--- src/rtl/vga_pkg.sv ---
// Shared VGA scanout types and default 640x480@60 timing constants.
package vga_pkg;

  localparam int DEF_H_ACTIVE = 640;
  localparam int DEF_H_FP     = 16;
  localparam int DEF_H_SYNC   = 96;
  localparam int DEF_H_BP     = 48;
  localparam int DEF_V_ACTIVE = 480;
  localparam int DEF_V_FP     = 10;
  localparam int DEF_V_SYNC   = 2;
  localparam int DEF_V_BP     = 33;
  localparam int DEF_H_TOTAL  = DEF_H_ACTIVE + DEF_H_FP + DEF_H_SYNC + DEF_H_BP;
  localparam int DEF_V_TOTAL  = DEF_V_ACTIVE + DEF_V_FP + DEF_V_SYNC + DEF_V_BP;

  localparam int FB_ADDR_W = 19;
  localparam int FB_PIXELS = DEF_H_ACTIVE * DEF_V_ACTIVE;
  localparam int CNT_W     = 10;

  typedef logic [CNT_W-1:0] cnt_t;

  typedef struct packed {
    logic [7:0] r;
    logic [7:0] g;
    logic [7:0] b;
  } rgb888_t;

endpackage

--- src/rtl/vga_scanout_if.sv ---
// Framebuffer read port plus DAC/pin outputs of the scanout block.
interface vga_scanout_if;
  import vga_pkg::*;

  logic                 en;
  logic [FB_ADDR_W-1:0] rd_addr;
  rgb888_t              rd_data;
  logic [7:0]           vga_r;
  logic [7:0]           vga_g;
  logic [7:0]           vga_b;
  logic                 vga_hs;
  logic                 vga_vs;
  logic                 vga_de;
  logic                 vblank;
  logic                 frame_start;

  modport master (
    input  en, rd_data,
    output rd_addr, vga_r, vga_g, vga_b, vga_hs, vga_vs, vga_de, vblank, frame_start
  );

  modport slave (
    output en, rd_data,
    input  rd_addr, vga_r, vga_g, vga_b, vga_hs, vga_vs, vga_de, vblank, frame_start
  );

endinterface

--- src/rtl/vga_timing_gen.sv ---
// Pixel-clock divider, raster h/v counters and stage-0 sync/enable decode.
// de/hs/vs are combinational from the counters (active-high); vblank and frame_start are registered.
module vga_timing_gen
  import vga_pkg::*;
#(
  parameter int CLK_DIV  = 1,
  parameter int H_ACTIVE = DEF_H_ACTIVE,
  parameter int H_FP     = DEF_H_FP,
  parameter int H_SYNC   = DEF_H_SYNC,
  parameter int H_BP     = DEF_H_BP,
  parameter int V_ACTIVE = DEF_V_ACTIVE,
  parameter int V_FP     = DEF_V_FP,
  parameter int V_SYNC   = DEF_V_SYNC,
  parameter int V_BP     = DEF_V_BP
) (
  input  logic clk,
  input  logic rst,
  input  logic en_i,
  output logic adv_o,
  output logic wrap_o,
  output logic de_o,
  output logic hs_o,
  output logic vs_o,
  output logic vblank_o,
  output logic frame_start_o
);

  localparam int H_TOTAL = H_ACTIVE + H_FP + H_SYNC + H_BP;
  localparam int V_TOTAL = V_ACTIVE + V_FP + V_SYNC + V_BP;

  localparam logic [1:0] DIV_MAX = 2'(CLK_DIV - 1);
  localparam cnt_t H_ACT  = cnt_t'(H_ACTIVE);
  localparam cnt_t HS_BEG = cnt_t'(H_ACTIVE + H_FP);
  localparam cnt_t HS_END = cnt_t'(H_ACTIVE + H_FP + H_SYNC);
  localparam cnt_t H_LAST = cnt_t'(H_TOTAL - 1);
  localparam cnt_t V_ACT  = cnt_t'(V_ACTIVE);
  localparam cnt_t VS_BEG = cnt_t'(V_ACTIVE + V_FP);
  localparam cnt_t VS_END = cnt_t'(V_ACTIVE + V_FP + V_SYNC);
  localparam cnt_t V_LAST = cnt_t'(V_TOTAL - 1);

  logic [1:0] div_q, div_d;
  cnt_t       h_q, h_d, v_q, v_d;
  logic       vblank_q, fs_q;
  logic       pix_ce, h_wrap, v_wrap;

  always_comb begin
    pix_ce = en_i && (div_q == DIV_MAX);
    h_wrap = (h_q == H_LAST);
    v_wrap = (v_q == V_LAST);
    div_d  = div_q;
    h_d    = h_q;
    v_d    = v_q;
    if (!en_i) begin
      div_d = '0;
      h_d   = '0;
      v_d   = '0;
    end else begin
      div_d = pix_ce ? 2'd0 : div_q + 2'd1;
      if (pix_ce) begin
        h_d = h_wrap ? cnt_t'(0) : h_q + cnt_t'(1);
        if (h_wrap) begin
          v_d = v_wrap ? cnt_t'(0) : v_q + cnt_t'(1);
        end
      end
    end
  end

  // adv: the pixel the counters step onto is visible, so the address must follow it.
  assign adv_o  = pix_ce && (h_d < H_ACT) && (v_d < V_ACT);
  assign wrap_o = pix_ce && h_wrap && v_wrap;

  // Counters sit at (0,0) while disabled; gating by en keeps that from decoding as visible.
  assign de_o = en_i && (h_q < H_ACT) && (v_q < V_ACT);
  assign hs_o = en_i && (h_q >= HS_BEG) && (h_q < HS_END);
  assign vs_o = en_i && (v_q >= VS_BEG) && (v_q < VS_END);

  assign vblank_o      = vblank_q;
  assign frame_start_o = fs_q;

  always_ff @(posedge clk or posedge rst) begin
    if (rst) begin
      div_q    <= '0;
      h_q      <= '0;
      v_q      <= '0;
      vblank_q <= 1'b0;
      fs_q     <= 1'b0;
    end else begin
      div_q    <= div_d;
      h_q      <= h_d;
      v_q      <= v_d;
      vblank_q <= (v_q >= V_ACT);
      fs_q     <= wrap_o;
    end
  end

endmodule

--- src/rtl/vga_scanout.sv ---
// VGA scanout: raster-order framebuffer addressing and RGB/sync output.
// rd_addr is stage 0; pins are 2 clk later, aligned with the 1-clk framebuffer read data.
module vga_scanout
  import vga_pkg::*;
#(
  parameter int CLK_DIV  = 1,
  parameter int H_ACTIVE = DEF_H_ACTIVE,
  parameter int H_FP     = DEF_H_FP,
  parameter int H_SYNC   = DEF_H_SYNC,
  parameter int H_BP     = DEF_H_BP,
  parameter int V_ACTIVE = DEF_V_ACTIVE,
  parameter int V_FP     = DEF_V_FP,
  parameter int V_SYNC   = DEF_V_SYNC,
  parameter int V_BP     = DEF_V_BP,
  parameter int SYNC_NEG = 1
) (
  input logic          clk,
  input logic          rst,
  vga_scanout_if.master bus
);

  localparam logic SYNC_IDLE = (SYNC_NEG != 0);

  logic adv, wrap, de0, hs0, vs0;

  vga_timing_gen #(
    .CLK_DIV (CLK_DIV),
    .H_ACTIVE(H_ACTIVE), .H_FP(H_FP), .H_SYNC(H_SYNC), .H_BP(H_BP),
    .V_ACTIVE(V_ACTIVE), .V_FP(V_FP), .V_SYNC(V_SYNC), .V_BP(V_BP)
  ) u_timing (
    .clk          (clk),
    .rst          (rst),
    .en_i         (bus.en),
    .adv_o        (adv),
    .wrap_o       (wrap),
    .de_o         (de0),
    .hs_o         (hs0),
    .vs_o         (vs0),
    .vblank_o     (bus.vblank),
    .frame_start_o(bus.frame_start)
  );

  logic [FB_ADDR_W-1:0] addr_q, addr_d;
  rgb888_t              rgb_q, rgb_d;
  logic                 de1_q, de2_q, hs1_q, hs2_q, vs1_q, vs2_q;

  // Running address: holds through blanking so the next visible pixel is simply +1.
  always_comb begin
    addr_d = addr_q;
    if (!bus.en || wrap) begin
      addr_d = '0;
    end else if (adv) begin
      addr_d = addr_q + FB_ADDR_W'(1);
    end
  end

  assign rgb_d = de1_q ? bus.rd_data : '0;

  always_ff @(posedge clk or posedge rst) begin
    if (rst) begin
      addr_q <= '0;
      rgb_q  <= '0;
      de1_q  <= 1'b0;
      de2_q  <= 1'b0;
      hs1_q  <= SYNC_IDLE;
      hs2_q  <= SYNC_IDLE;
      vs1_q  <= SYNC_IDLE;
      vs2_q  <= SYNC_IDLE;
    end else begin
      addr_q <= addr_d;
      rgb_q  <= rgb_d;
      de1_q  <= de0;
      de2_q  <= de1_q;
      hs1_q  <= hs0 ^ SYNC_IDLE;
      hs2_q  <= hs1_q;
      vs1_q  <= vs0 ^ SYNC_IDLE;
      vs2_q  <= vs1_q;
    end
  end

  assign bus.rd_addr = addr_q;
  assign bus.vga_r   = rgb_q.r;
  assign bus.vga_g   = rgb_q.g;
  assign bus.vga_b   = rgb_q.b;
  assign bus.vga_de  = de2_q;
  assign bus.vga_hs  = hs2_q;
  assign bus.vga_vs  = vs2_q;

endmodule
--- src/flat_wrapper.sv ---
// flat-port wrapper written by rule: the top's interface ports become plain ports
module vga_scanout_flat import vga_pkg::*;
#(
  parameter int CLK_DIV  = 1,
  parameter int H_ACTIVE = DEF_H_ACTIVE,
  parameter int H_FP     = DEF_H_FP,
  parameter int H_SYNC   = DEF_H_SYNC,
  parameter int H_BP     = DEF_H_BP,
  parameter int V_ACTIVE = DEF_V_ACTIVE,
  parameter int V_FP     = DEF_V_FP,
  parameter int V_SYNC   = DEF_V_SYNC,
  parameter int V_BP     = DEF_V_BP,
  parameter int SYNC_NEG = 1
)
  (clk, rst, bus_en, bus_rd_data, bus_rd_addr, bus_vga_r, bus_vga_g, bus_vga_b, bus_vga_hs, bus_vga_vs, bus_vga_de, bus_vblank, bus_frame_start);
  vga_scanout_if bus_i ();
  input logic clk;
  input logic rst;
  input wire logic [$bits(bus_i.en)-1:0] bus_en;
  input wire logic [$bits(bus_i.rd_data)-1:0] bus_rd_data;
  output wire logic [$bits(bus_i.rd_addr)-1:0] bus_rd_addr;
  output wire logic [$bits(bus_i.vga_r)-1:0] bus_vga_r;
  output wire logic [$bits(bus_i.vga_g)-1:0] bus_vga_g;
  output wire logic [$bits(bus_i.vga_b)-1:0] bus_vga_b;
  output wire logic [$bits(bus_i.vga_hs)-1:0] bus_vga_hs;
  output wire logic [$bits(bus_i.vga_vs)-1:0] bus_vga_vs;
  output wire logic [$bits(bus_i.vga_de)-1:0] bus_vga_de;
  output wire logic [$bits(bus_i.vblank)-1:0] bus_vblank;
  output wire logic [$bits(bus_i.frame_start)-1:0] bus_frame_start;
  assign bus_i.en = bus_en;
  assign bus_i.rd_data = bus_rd_data;
  assign bus_rd_addr = bus_i.rd_addr;
  assign bus_vga_r = bus_i.vga_r;
  assign bus_vga_g = bus_i.vga_g;
  assign bus_vga_b = bus_i.vga_b;
  assign bus_vga_hs = bus_i.vga_hs;
  assign bus_vga_vs = bus_i.vga_vs;
  assign bus_vga_de = bus_i.vga_de;
  assign bus_vblank = bus_i.vblank;
  assign bus_frame_start = bus_i.frame_start;
  vga_scanout #(.CLK_DIV(CLK_DIV), .H_ACTIVE(H_ACTIVE), .H_FP(H_FP), .H_SYNC(H_SYNC), .H_BP(H_BP), .V_ACTIVE(V_ACTIVE), .V_FP(V_FP), .V_SYNC(V_SYNC), .V_BP(V_BP), .SYNC_NEG(SYNC_NEG)) u_core (.clk(clk), .rst(rst), .bus(bus_i));
endmodule
--- config.mk ---
export PLATFORM = sky130hd
export DESIGN_NAME = vga_scanout_flat
export DESIGN_NICKNAME = d
export VERILOG_FILES = /design/src/rtl/vga_pkg.sv /design/src/rtl/vga_scanout_if.sv /design/src/rtl/vga_timing_gen.sv /design/src/rtl/vga_scanout.sv /design/src/flat_wrapper.sv
export SDC_FILE = /design/constraint.sdc
export NUM_CORES = 1
export LEC_CHECK = 0
export ABC_AREA = 1
export CAP_MARGIN = 20
export CORE_MARGIN = 3
export CORE_UTILIZATION = 55
export CTS_CLUSTER_DIAMETER = 80
export CTS_CLUSTER_SIZE = 16
export DETAILED_ROUTE_END_ITERATION = 7
export GPL_TIMING_DRIVEN = 0
export PLACE_DENSITY = 0.83
export SLEW_MARGIN = 20
export SYNTH_ARGS = -nofsm -noshare
export SYNTH_HDL_FRONTEND = slang
export SYNTH_SLANG_ARGS = --single-unit
export TNS_END_PERCENT = 1
--- constraint.sdc ---
create_clock -name clk -period 4.6 [get_ports clk]
set_input_delay 0.69 -clock clk [delete_from_list [all_inputs] [get_ports clk]]
set_output_delay 0.69 -clock clk [all_outputs]
set_load 0.005 [all_outputs]
==> results of run 1 <==
==> sequential cells by signal (all words and copies together), names as in the netlist, 2 cells and up <==
register and flops:
u_core.bus.rd_addr 19, u_core.bus.vga_g 8, u_core.u_timing.v_q 10, u_core.bus.vga_r 8, u_core.bus.vga_b 8, u_core.u_timing.h_q 10
u_core.u_timing.div_q 2
==> final cells by class <==
| type | count | area [um^2] |
|---|---|---|
| sequential | 73 | 1832 |
| multi-input combinational | 293 | 1614 |
| buffer | 12 | 86.33 |
| fill | 481 | 1679 |
| timing repair buffer | 74 | 758.2 |
| clock inverter | 6 | 43.79 |
| clock buffer | 10 | 127.6 |
| inverter | 77 | 294.0 |
| tap | 77 | 96.34 |
==> metal layers <==
| metal | up-vias | routed length, um | global-route usage [%] |
|---|---|---|---|
| met1 | 1564 | 3510 | 27.97 |
| met4 | 0 | 136 | 9.472 |
| met3 | 11 | 662 | 6.636 |
| met2 | 122 | 4256 | 36.97 |
| li1 | 1623 | - | - |
| met5 | - | 0 | 0 |
==> layout by cell type (no fill, tap or decap), types with 2 or more instances in the layout <==
cell type        instances
a21oi_1                  2
buf_2                    3
buf_4                    2
buf_6                    4
clkbuf_1                 4
clkbuf_8                 9
clkdlybuf4s50_1         73
clkinv_2                 2
clkinv_4                 2
dfrtp_1                 69
dfstp_2                  4
ha_1                     7
inv_1                   74
inv_4                    2
nand2_1                104
nand2_2                  5
nand3_1                 49
nand3_2                  3
nand4_1                 27
nor2_1                  32
nor2_2                   3
nor2_4                   3
nor3_1                   8
nor3_4                   2
nor4_1                   2
o21ai_0                  8
o22ai_1                  5
xnor2_1                  5
xor2_1                  16
==> metrics by stage <==
stage	cells	instance area [um^2]	power [W]	hold slack, ps
6_report	622	4852	0.001231	358.1
5_1_grt	622	4852	0.001288	366.0
4_1_cts	622	4852	0.001240	358.9
3_5_place_dp	606	4681	0.0007953	347.6
3_3_place_gp	605	4651	0.0007877	346.5
2_1_floorplan	455	3824	0.0007273	345.2
==> power by group <==
group	internal (W)	total (W)	switching, W	leakage (nW)
clock network	0.000198	0.000449	0.000252	0.0866
logic	0.0000583	0.000117	0.0000587	1.42
registers	0.000657	0.000665	0.00000781	0.972
==> worst max path at each step <==
stage,to,slack [ps]
after floorplan,u_core.bus.rd_addr[0]$_DFFE_PP0P_,2060
after global placement,u_core.u_timing.h_q[4]$_DFFE_PP0P_,920
after detailed placement,u_core.bus.rd_addr[0]$_DFFE_PP0P_,2170
after CTS,u_core.bus.rd_addr[0]$_DFFE_PP0P_,2360
after global routing,u_core.bus.rd_addr[0]$_DFFE_PP0P_,2200
final,u_core.bus.rd_addr[0]$_DFFE_PP0P_,2340
==> cell families (layout without fill, tap and decap cells) <==
kind of cell,after synthesis,in the layout
adders and majority gates,7,7
and+or+nand+nor,246,246
AOI/OAI and AO/OA,19,19
xor gates and xnor gates,21,21
DFF,73,73
buffers and inverters,89,179
==> results, run 1 <==
- The routed design has roughly 8600 um of wire.
- The maximum resistive drop on vdd is 0.2025 mV.
- Sorting the synthesized cells by area gives the leading types as dfrtp_1 (45%), nand2_1 (10%), inv_1 (7.4%).
- The flip-flop and latch count after synthesis is 73.
- The tightest slew margin relative to the limit is 67.53%.
- The worst register-to-register path has a setup slack of 2340 ps.
- The average instance area after synthesis is 8.404 um^2.
- The gate count after technology mapping is 455.
- Summed over all nets, the half-perimeter wirelength after detailed placement is between 6000 and 7000 um.
- The residual antenna-violating net count after detailed routing is 0.
- The maximum clock rate is 0.4434 GHz.
- The element type at the critical path start is a register.
- The most used flip-flop cell after synthesis is dfrtp_1.
- In this run the worst setup path begins at u_core.u_timing.div_q[0]$_DFF_PP0_.
- Summing the areas of all compound-gate instances in the mapped netlist gives under 10% of the synthesized area.
- In this run the worst hold path is classified as reg -> reg.
- The total count of max-transition violations in the final report came to 0.
- The starting utilization of the core area is between 50% and 60%.
- The die outline height is 89.38 um.
- The overall die area is between 0.007 and 0.008 mm^2.
- The depth of the CTS H-tree is 3.
- The post-route minimum period is 2255 ps.
- Of all flip-flops after synthesis, the portion carrying an async set or reset was between 90% and 100%.
- The biggest area consumer among synthesized cells is dfrtp_1.
- The number of buffers inserted by post-CTS setup repair is 0.
- The clock transition at the registers of the reported paths is about 90 ps.
- The routability congestion estimate from global placement is 0.9360.
- For this block, the initial DRC count from the detailed router was 224.
- The period utilization is 49.03%.
- The number of buffers between clock root and the deepest sink is 2.
- The number of buffers and inverters on the critical path is 4.
- After Yosys synthesis, XOR and XNOR cells account for just under 5% of the synthesized area.
- The worst-case clock skew is 16.78 ps.
- By instance count, the leading cell after synthesis is nand2_1.
- Summing over every cut layer, the via total after detailed routing is 3320.
- The Yosys step of the flow raised 0 warnings.
- The total of endpoints with negative setup slack in the final report is 0.
- The count of distinct cell types in the synthesized netlist is 38.
- The I/O pin count is 75.
- The worst hold endpoint is u_core.bus.vga_vs$_DFF_PP1_.
- Among cell families on the critical path, the largest total delay comes from simple AND/OR/NAND/NOR gates.
- After synthesis, the largest family of logic cells by area is simple AND/OR/NAND/NOR gates.
- The layout cell share with drive strength beyond 1 is 10.09%.
- The number of clock buffers inserted by TritonCTS is 9.
- The run finished with clean final reports.
- Buffers placed on the I/O ports in this run total 73.
- For this run, the share of the core covered by cells in the final layout is 74.29%.
- Counting instances in the post-synthesis netlist gives the leading cell types as nand2_1 (104), inv_1 (75), dfrtp_1 (69), nand3_1 (49), nor2_1 (32).
- The peak per-stage delay on the critical path is roughly 400 ps.
- The largest net degree at the start of global routing is 55.
- The critical path crosses 11 cells after its start point.
- For this design the static power due to leakage is 2.475 nW.
- The number of sinks on the clock net is 73.
- The critical path in this run is classified as reg -> reg.
- Relative to the synthesized area, the layout overhead comes to 26.90%.
- The count of unresolved DRC violations after routing is 0.
- The number of inserted diodes is 0.
- The leftover overflow at the end of global routing is 0.
- At the pin with the least slew margin, the transition time is between 400 and 500 ps.
- After layout, the worst setup slack is 2345 ps.
- The via count of the first global-routing pass is 3164.
- The core area is 0.006531 mm^2.
- Clock tree synthesis selected as its root buffer the cell clkbuf_8.
- The die is 89.38 um wide.
- The total number of placement rows is 29.
- The count of final hold-check violations is 0.
- The CTS tree is yes.
- The insertion delay of the later-clocked pin in the worst-skew pair is 350 ps.
- The slowest stage of the critical path belongs to the cell clkbuf_1.
- Setup repair after global routing left no endpoint under its margin.
- Summing every instance area after synthesis gives around 0.0038 mm^2.
- At the end of the flow, the number of nets in the layout was about 570.
- The area share of the leading cell type in the synthesized netlist is 45.16%.
- OpenSTA, run right after detailed placement, puts the worst setup slack at 2167 ps.
- In this run the most critical hold path is launched from u_core.vs1_q$_DFF_PP1_.
- Across every metal layer, demand over resource in global routing totals 22.61%.
- Walking the worst path, the cells encountered are inv_1, ha_1, nand2_8, inv_4, nand4_1, nor2_2, nor2_4, buf_2, clkbuf_1, nand3_1, nand2_1.
- Of the synthesized area, sequential elements account for between 40% and 50%.
- Along the worst path, the maximum fanout reaches 10.
- The first-pass iteration count of the detailed router is 5.
- Max-cap violations in this run came to 0.
- The synthesized netlist devotes 32.13% of its cell area to simple gates.
- The number of enable-type register cells in the synthesized netlist is 0.
- The worst register-to-register path begins at u_core.u_timing.div_q[0]$_DFF_PP0_.
- The arrival time at the worst endpoint is between 2000 and 3000 ps.
- STA classifies the critical path endpoint as a register.
- The ratio of total power to cell area is 253.7 mW/mm^2.
- The average detailed-routed wire length per instance is 13.77 um.
- In this run the critical register-to-register path is captured at u_core.bus.rd_addr[0]$_DFFE_PP0P_.
- In the synthesized netlist, mux cells make up 0% of the area.
- The worst hold path stage count is 0.
- Once the clock tree was built, the resizer swapped 0 gates to a different size.
- The number of buffers added to fix hold violations after cts is 0.
- Measured in cells, the most critical reg-to-reg path has a length of 11.
- Using the TritonRoute via totals, the vias-per-cell ratio works out to 5.338.
- The number of nets in the synthesized netlist is slightly below 500.
- The first global-routing pass estimated around 14000 um of wire.
- The required arrival time at the worst endpoint is 4890 ps.
- The synthesized netlist devotes around 2.3% of its cell area to adder and majority cells.
- The accumulated negative setup slack is 0 ps.
- The initial antenna violation count is 0.
Note: power is estimated with default switching activity, not from simulation.
==> run 2, diff against run 1 <==
Settings changed: CORE_UTILIZATION 55 to 47, PLACE_DENSITY 0.83 to 0.76.
Clock period 4.6 ns to 1.86 ns, I/O delays scaled along.
==> results, run 2 (same netlist as run 1, synthesis figures left out) <==
- The via count of the first global-routing pass is 3109 (-1.7%).
- The switching share of power is 25.94% (+0.096 points).
- The number of sinks on the clock net came to 73 (unchanged).
- The average detailed-routed wire length per instance is 13.80 um (+0.25%).
- The number of violations of the max-capacitance limit came to 0 (unchanged).
- The core area is 0.007807 mm^2 (+20%).
- The insertion delay of the later-clocked pin in the worst-skew pair is 350 ps (about the same).
- The element type at the critical path end is a register.
- The top routing layer in use is met4.
- The class of the most critical hold timing path is in -> reg.
- In this run the worst setup path begins at u_core.u_timing.div_q[0]$_DFF_PP0_.
- The element type at the critical path start is a register.
- The count of final hold-check violations is 0 (unchanged).
- The maximum resistive drop on vdd is 0.3269 mV (+61%).
- The first-pass iteration count of the detailed router is 5 (unchanged).
- The number of clock buffers inserted by TritonCTS is 9 (unchanged).
- On the critical path, the stage with the largest delay is an instance of dfrtp_1.
- The starting utilization of the core area is 48.97% (-9.6 points).
- The fraction of power consumed by combinational cells is 10.3% (+0.8 points).
- The arrival time at the worst endpoint is 2370 ps (-180 ps).
- The post-route core utilization came to 66.52% (-7.8 points).
- The internal power was 0.002282 W (+150%).
- The number of buffer cells added on primary ports is 73 (unchanged).
- The count of unresolved DRC violations after routing came to 0 (unchanged).
- The total number of placement rows is 32 (+10%).
- The chip width was 96.20 um (+7.6%).
- The worst setup timing slack at the placement stage is -313.3 ps (-2480 ps).
- The cell at the root of the clock tree is clkbuf_8.
- The summed area of non-filler cells in the final layout is 0.005194 mm^2 (+7.0%).
- The met2 routed wirelength came to 4422 um (+3.9%).
- The tightest slew margin relative to the limit is 71.36% (+3.8 points).
- The maximum clock rate is 0.4684 GHz (+5.6%).
- The total of endpoints with negative setup slack in the final report is 19 (+19).
- The clock power share is 36.3% (-0.2 points).
- The placement-stage cell area is 0.004726 mm^2 (+0.96%).
- The startpoint of the worst-slack reg-to-reg timing path is u_core.u_timing.div_q[0]$_DFF_PP0_.
- The source of the worst hold timing path is bus_en.
- The total via count after detailed routing is 3421 (+3.0%).
- The flip-flop count of the largest register after layout is 19 (unchanged).
- The total count of max-transition violations in the final report came to 0 (unchanged).
- The number of vias per cell after detailed routing is 5.098 (-4.5%).
- Traced cell by cell, the critical path runs through inv_2, ha_4, nand2_8, inv_8, nand4_1, o21bai_1, nand3_2, nor2_2, nand2_2, buf_6, buf_12, nand4_1, nand2_1.
- TritonCTS built the clock tree.
- The starting DRC count in detailed routing was 226 (+0.89%).
- The sequential share of power is 53.4% (-0.6 points).
- The number of buffers added to fix hold violations after cts is 0 (unchanged).
- The residual antenna-violating net count after detailed routing is 0 (unchanged).
- The post-route minimum period came to 2135 ps (-120.2 ps).
- The depth of the CTS H-tree is 3 (unchanged).
- The area overhead of the layout relative to synthesis is 35.83%.
- Leaving out fill and tap cells, the most frequent cells in the layout are nand2_1 (103), clkdlybuf4s50_1 (73), inv_1 (72).
- The I/O pin count came to 75 (unchanged).
- The period utilization is 114.8% (+66 points).
- The wire length of the first global-routing pass is 14490 um (+3.3%).
- The layout cell share with drive strength beyond 1 is 16.52% (+6.4 points).
- The overall die area came to 0.009253 mm^2 (+16%).
- The flow ran to the end, but the final reports show violations.
- The commonest non-fill, non-tap cell in the layout is nand2_1.
- The amount of wire on met3 after detailed routing is 657 um (-0.76%).
- The number of buffers between clock root and the deepest sink is 2 (unchanged).
- Setup repair after global routing could not meet its margin everywhere.
- The number of inserted diodes was 0 (unchanged).
- The peak per-stage delay on the critical path was 400 ps (about the same).
- The clock transition at the registers of the reported paths came to 90 ps (about the same).
- The final routed wirelength across all metal layers is 9263 um (+8.1%).
- The ratio of total power to cell area is 593.1 mW/mm^2 (+130%).
- The post-DP HPWL is 6588 um (+3.8%).
- The largest net degree at the start of global routing is 34 (-38%).
- The checks that failed: setup timing.
- The die outline height came to 96.20 um (+7.6%).
- The measured slew at the worst slew-check pin is 425.1 ps (-57.50 ps).
- The leftover overflow at the end of global routing was 0 (unchanged).
- The overall track demand over capacity in global routing is 20.01% (-2.6 points).
- The switching power is 0.0007990 W (+150%).
- The number of non-filler instances in the completed layout is 671 (+7.9%).
- The worst-case clock skew is 16.03 ps (-0.7417 ps).
- The routability congestion estimate from global placement is 0.9635 (+2.9%).
- The initial antenna violation count was 0 (unchanged).
- The most used cell along the critical path is nand4_1.
- The post-layout net count is 598 (+4.2%).
- The smallest setup slack after layout is -275.0 ps (-2620 ps).
- The routed metal-1 wirelength was 4064 um (+16%).
- The required arrival time at the worst endpoint is 2090 ps (-2800 ps).
- The cell total after placement came to 632 (+4.3%).
- The cell leakage power is 2.623 nW (+6.0%).
- The critical path is of the reg -> reg type.
- The highest fanout seen on the critical path is 6 (-4).
==> run 2: cell types whose count changed in the layout (fill, tap and decap cells not counted), moves of 3 or more <==
| cell | before | now |
|---|---|---|
| nor2_1 | 32 | 29 |
| nand3_1 | 49 | 46 |
| buf_12 | 0 | 4 |
| nand3_2 | 3 | 6 |
| buf_4 | 2 | 20 |
==> run 2: power by group through the flow <==
stage | Combinational, W | Clock (W) | Sequential [W]
3_5_place_dp | 0.000292 | 0 | 0.00168
6_report | 0.000316 | 0.00112 | 0.00165
4_1_cts | 0.000304 | 0.00115 | 0.00164
5_1_grt | 0.000349 | 0.00122 | 0.00165
3_3_place_gp | 0.000275 | 0 | 0.00167
2_1_floorplan | 0.000123 | 0 | 0.00168
==> run 2: critical path, delay by kind of cell, from the launching register on <==
family / cells / cell delay [ps]
AO/OA/AOI/OAI: 1 / 260
buffers and inverters: 4 / 410
AND/OR/NAND/NOR: 7 / 780
adder cells (fa/ha/maj): 1 / 160
flip-flops: 1 / 400
==> run 2: final timing paths <==
path,to,slack (ps),cells past startpoint
setup / recovery,u_core.bus.rd_addr[10]$_DFFE_PP0P_,-270,13
hold / removal,u_core.u_timing.div_q[1]$_DFF_PP0_,220,3
setup reg to reg,u_core.bus.rd_addr[10]$_DFFE_PP0P_,-270,13
hold reg to reg,u_core.bus.vga_vs$_DFF_PP1_,360,0
max in group asynchronous,u_core.bus.vga_hs$_DFF_PP1_,1090,3
min in group asynchronous,u_core.bus.vga_b[3]$_DFF_PP0_,250,2
==> run 2: routing by layer <==
layer | vias to the layer above | track usage [%]
met5 | - | 0
met4 | 0 | 8.531
met3 | 11 | 3.518
met1 | 1612 | 26.40
met2 | 124 | 32.32
li1 | 1674 | -
==> run 2: what timing repair did <==
item,in CTS,in global routing
pin swaps,9,15
setup endpoints to repair,20,20
setup buffers,8,13
cloned,1,1
gates resized for setup,13,9
==> run 2: area by class of cell <==
class / count / area [um^2]
repair buffers: 97 / 978.4
flip-flops and latches: 73 / 1834
fillers: 622 / 2614
plain buffers: 12 / 91.34
well taps: 102 / 127.6
clock buffers: 9 / 123.9
inverters: 77 / 300.3
multi-input cells: 294 / 1685
clock inverters: 7 / 52.55
==> run 2: per-stage QoR <==
| stage | total power, W | hold slack, ps | TNS [ps] |
|---|---|---|---|
| after detailed placement | 0.001968 | 347.5 | -4587 |
| after floorplan | 0.001799 | 345.2 | -823.7 |
| final | 0.003081 | 219.1 | -4953 |
| after CTS | 0.003094 | 207.8 | -3636 |
| after global routing | 0.003215 | 214.0 | -7441 |
| after global placement | 0.001950 | 346.2 | -9308 |
==> run 3, diff against run 2 <==
Settings changed: CORE_UTILIZATION 47 to 48, CTS_BUF_LIST set to sky130_fd_sc_hd__clkbuf_4, PLACE_DENSITY 0.76 to 0.77, SKIP_CTS_REPAIR_TIMING set to 1.
==> results, run 3 (same netlist as run 1, synthesis figures left out) <==
- The flow ran to the end, but the final reports show violations.
- The final reports fail on setup timing.
- The count of final hold-check violations is 0 (unchanged).
- The required arrival time at the worst endpoint is 2170 ps (+80 ps).
- The number of inserted diodes is 0 (unchanged).
- The worst hold margin is 151.3 ps (-67.72 ps).
- The worst setup timing slack at the placement stage is -308.9 ps (+4.372 ps).
- The count of unresolved DRC violations after routing was 0 (unchanged).
- The total count of max-transition violations in the final report was 0 (unchanged).
- Setup repair after global routing could not meet its margin everywhere.
- In the layout the commonest cells are nand2_1 (103), inv_1 (73), clkdlybuf4s50_1 (73).
- The worst setup path is of the reg -> reg kind.
- The total number of placement rows is 31 (-3.1%).
- The starting DRC count in detailed routing came to 225 (-0.44%).
- The worst-case clock skew is 13.25 ps (-2.780 ps).
- The tightest slew margin relative to the limit was 61.36% (-10 points).
- The final routed wirelength across all metal layers is 8887 um (-4.1%).
- After global routing, the most crowded layer is met2.
- The post-route minimum period was 2092 ps (-42.78 ps).
- The maximum resistive drop on vdd was 0.3056 mV (-6.5%).
- The post-layout net count is 586 (-2.0%).
- The worst setup path is launched from a register.
- The insertion delay of the later-clocked pin in the worst-skew pair is 410 ps (+60 ps).
- The commonest non-fill, non-tap cell in the layout is nand2_1.
- The period utilization is 112.5% (-2.3 points).
- Compared with the post-synthesis result, the final layout area differs by 31.97%.
- The post-DP HPWL is 6628 um (+0.61%).
- The highest fanout seen on the critical path is 5 (-1).
- The initial antenna violation count came to 0 (unchanged).
- The depth of the CTS H-tree is 3 (unchanged).
- The global-route met2 utilization was 33.64% (+1.3 points).
- The I/O pin count is 75 (unchanged).
- The summed area of non-filler cells in the final layout is 0.005046 mm^2 (-2.8%).
- The number of vias per cell after detailed routing was 5.087 (-0.22%).
- The leftover overflow at the end of global routing is 0 (unchanged).
- The number of violations of the max-capacitance limit came to 0 (unchanged).
- The ratio of total power to cell area is 580.3 mW/mm^2 (-2.2%).
- The measured slew at the worst slew-check pin is 578.4 ps (+153.3 ps).
- The overall track demand over capacity in global routing was 20.52% (+0.51 points).
- The routability congestion estimate from global placement is 0.9219 (-4.3%).
- The core area is 0.007486 mm^2 (-4.1%).
- The clock transition at the registers of the reported paths is 120 ps (+30 ps).
- The starting utilization of the core area came to 51.08% (+2.1 points).
- The met1 global-route usage came to 26.73% (+0.32 points).
- The chip width is 95.25 um (-0.98%).
- In this run the worst hold path is classified as in -> reg.
- The cell at the root of the clock tree is clkbuf_4.
- The cell leakage power is 2.549 nW (-2.8%).
- The die outline height is 95.25 um (-0.98%).
- The flip-flop count of the largest register after layout is 19 (unchanged).
- The residual antenna-violating net count after detailed routing is 0 (unchanged).
- The via count of the first global-routing pass was 3144 (+1.1%).
- The largest net degree at the start of global routing is 29 (-15%).
- The first-pass iteration count of the detailed router is 5 (unchanged).
- The total via count after detailed routing is 3337 (-2.5%).
- The number of buffers between clock root and the deepest sink is 2 (unchanged).
- The average detailed-routed wire length per instance is 13.55 um (-1.9%).
- The layout cell share with drive strength beyond 1 is 13.64% (-2.9 points).
- The area occupied by multi-input gates is 0.001664 mm^2 (-1.3%).
- The wire length of the first global-routing pass is 14790 um (+2.0%).
- The smallest setup slack after layout was -232.2 ps (+42.78 ps).
- The number of buffer cells added on primary ports is 73 (unchanged).
- The total of endpoints with negative setup slack in the final report is 19 (unchanged).
- The element type at the critical path end is a register.
- The footprint of the flip-flops and latches is 0.001834 mm^2 (unchanged).
- The global-route met3 utilization is 4.341% (+0.82 points).
- The number of clock buffers inserted by TritonCTS came to 9 (unchanged).
- The number of filler cells placed in the layout was 588 (-5.5%).
- The CTS tree is yes.
- The arrival time at the worst endpoint was 2400 ps (+30 ps).
- The overall die area is 0.009073 mm^2 (-2.0%).
- The placement-stage cell area came to 0.004730 mm^2 (about the same).
- The maximum clock rate is 0.4780 GHz (+2.0%).
- The number of sinks on the clock net is 73 (unchanged).
-- run 3: cell type report --
cell class	instances	share of cell area, %
Sequential cell	73	36.35
Multi-Input combinational cell	293	32.98
Timing Repair Buffer	86	17.65
Inverter	77	5.951
Tap cell	99	2.455
Buffer	12	1.884
Clock inverter	7	1.389
Clock buffer	9	1.339
-- run 3: routing by layer --
| metal | wire length, um | vias up |
|---|---|---|
| met3 | 662 | 6 |
| li1 | - | 1648 |
| met1 | 3988 | 1569 |
| met4 | 84 | 0 |
| met5 | 0 | - |
| met2 | 4151 | 114 |
-- run 3: per-stage QoR --
step | total power, W | TNS, ps | util (%) | std cells
after floorplan | 0.001799 | -823.7 | - | 455
after global placement | 0.001950 | -9546 | 62.54 | 627
after detailed placement | 0.001969 | -4142 | 63.18 | 629
after CTS | 0.002953 | -4531 | 65.02 | 645
after global routing | 0.003078 | -6699 | 67.41 | 656
final | 0.002928 | -3662 | 67.41 | 656
-- run 3: path summary, 6_finish.rpt --
path / from / end / slack [ps] / cells after the start
setup / recovery: u_core.u_timing.h_q[1]$_DFFE_PP0P_ / u_core.bus.rd_addr[7]$_DFFE_PP0P_ / -230 / 12
hold / removal: bus_en / u_core.u_timing.div_q[1]$_DFF_PP0_ / 150 / 3
setup reg to reg: u_core.u_timing.h_q[1]$_DFFE_PP0P_ / u_core.bus.rd_addr[7]$_DFFE_PP0P_ / -230 / 12
hold reg to reg: u_core.hs1_q$_DFF_PP1_ / u_core.bus.vga_hs$_DFF_PP1_ / 370 / 0
max in group asynchronous: rst / u_core.bus.vga_vs$_DFF_PP1_ / 830 / 4
min in group asynchronous: rst / u_core.bus.vga_r[4]$_DFF_PP0_ / 270 / 2
-- run 3: where the power goes --
part / internal, W / total, W / switching, W / leakage [nW]
Combinational: 0.000159 / 0.000306 / 0.000147 / 1.51
Clock: 0.000407 / 0.000975 / 0.000568 / 0.0676
Sequential: 0.00162 / 0.00165 / 0.0000225 / 0.969
-- run 3: worst max-delay path: stages, from the launching register on --
cell and delay [ps]:
dfrtp_1 440, ha_4 180, nand2_4 60, nor2_4 140, nand4_1 180, o21bai_1 190, nand3_1 120, nor2_1 150
nand2_2 100, buf_6 150, clkbuf_16 150, nand4_1 60, nand2_1 70
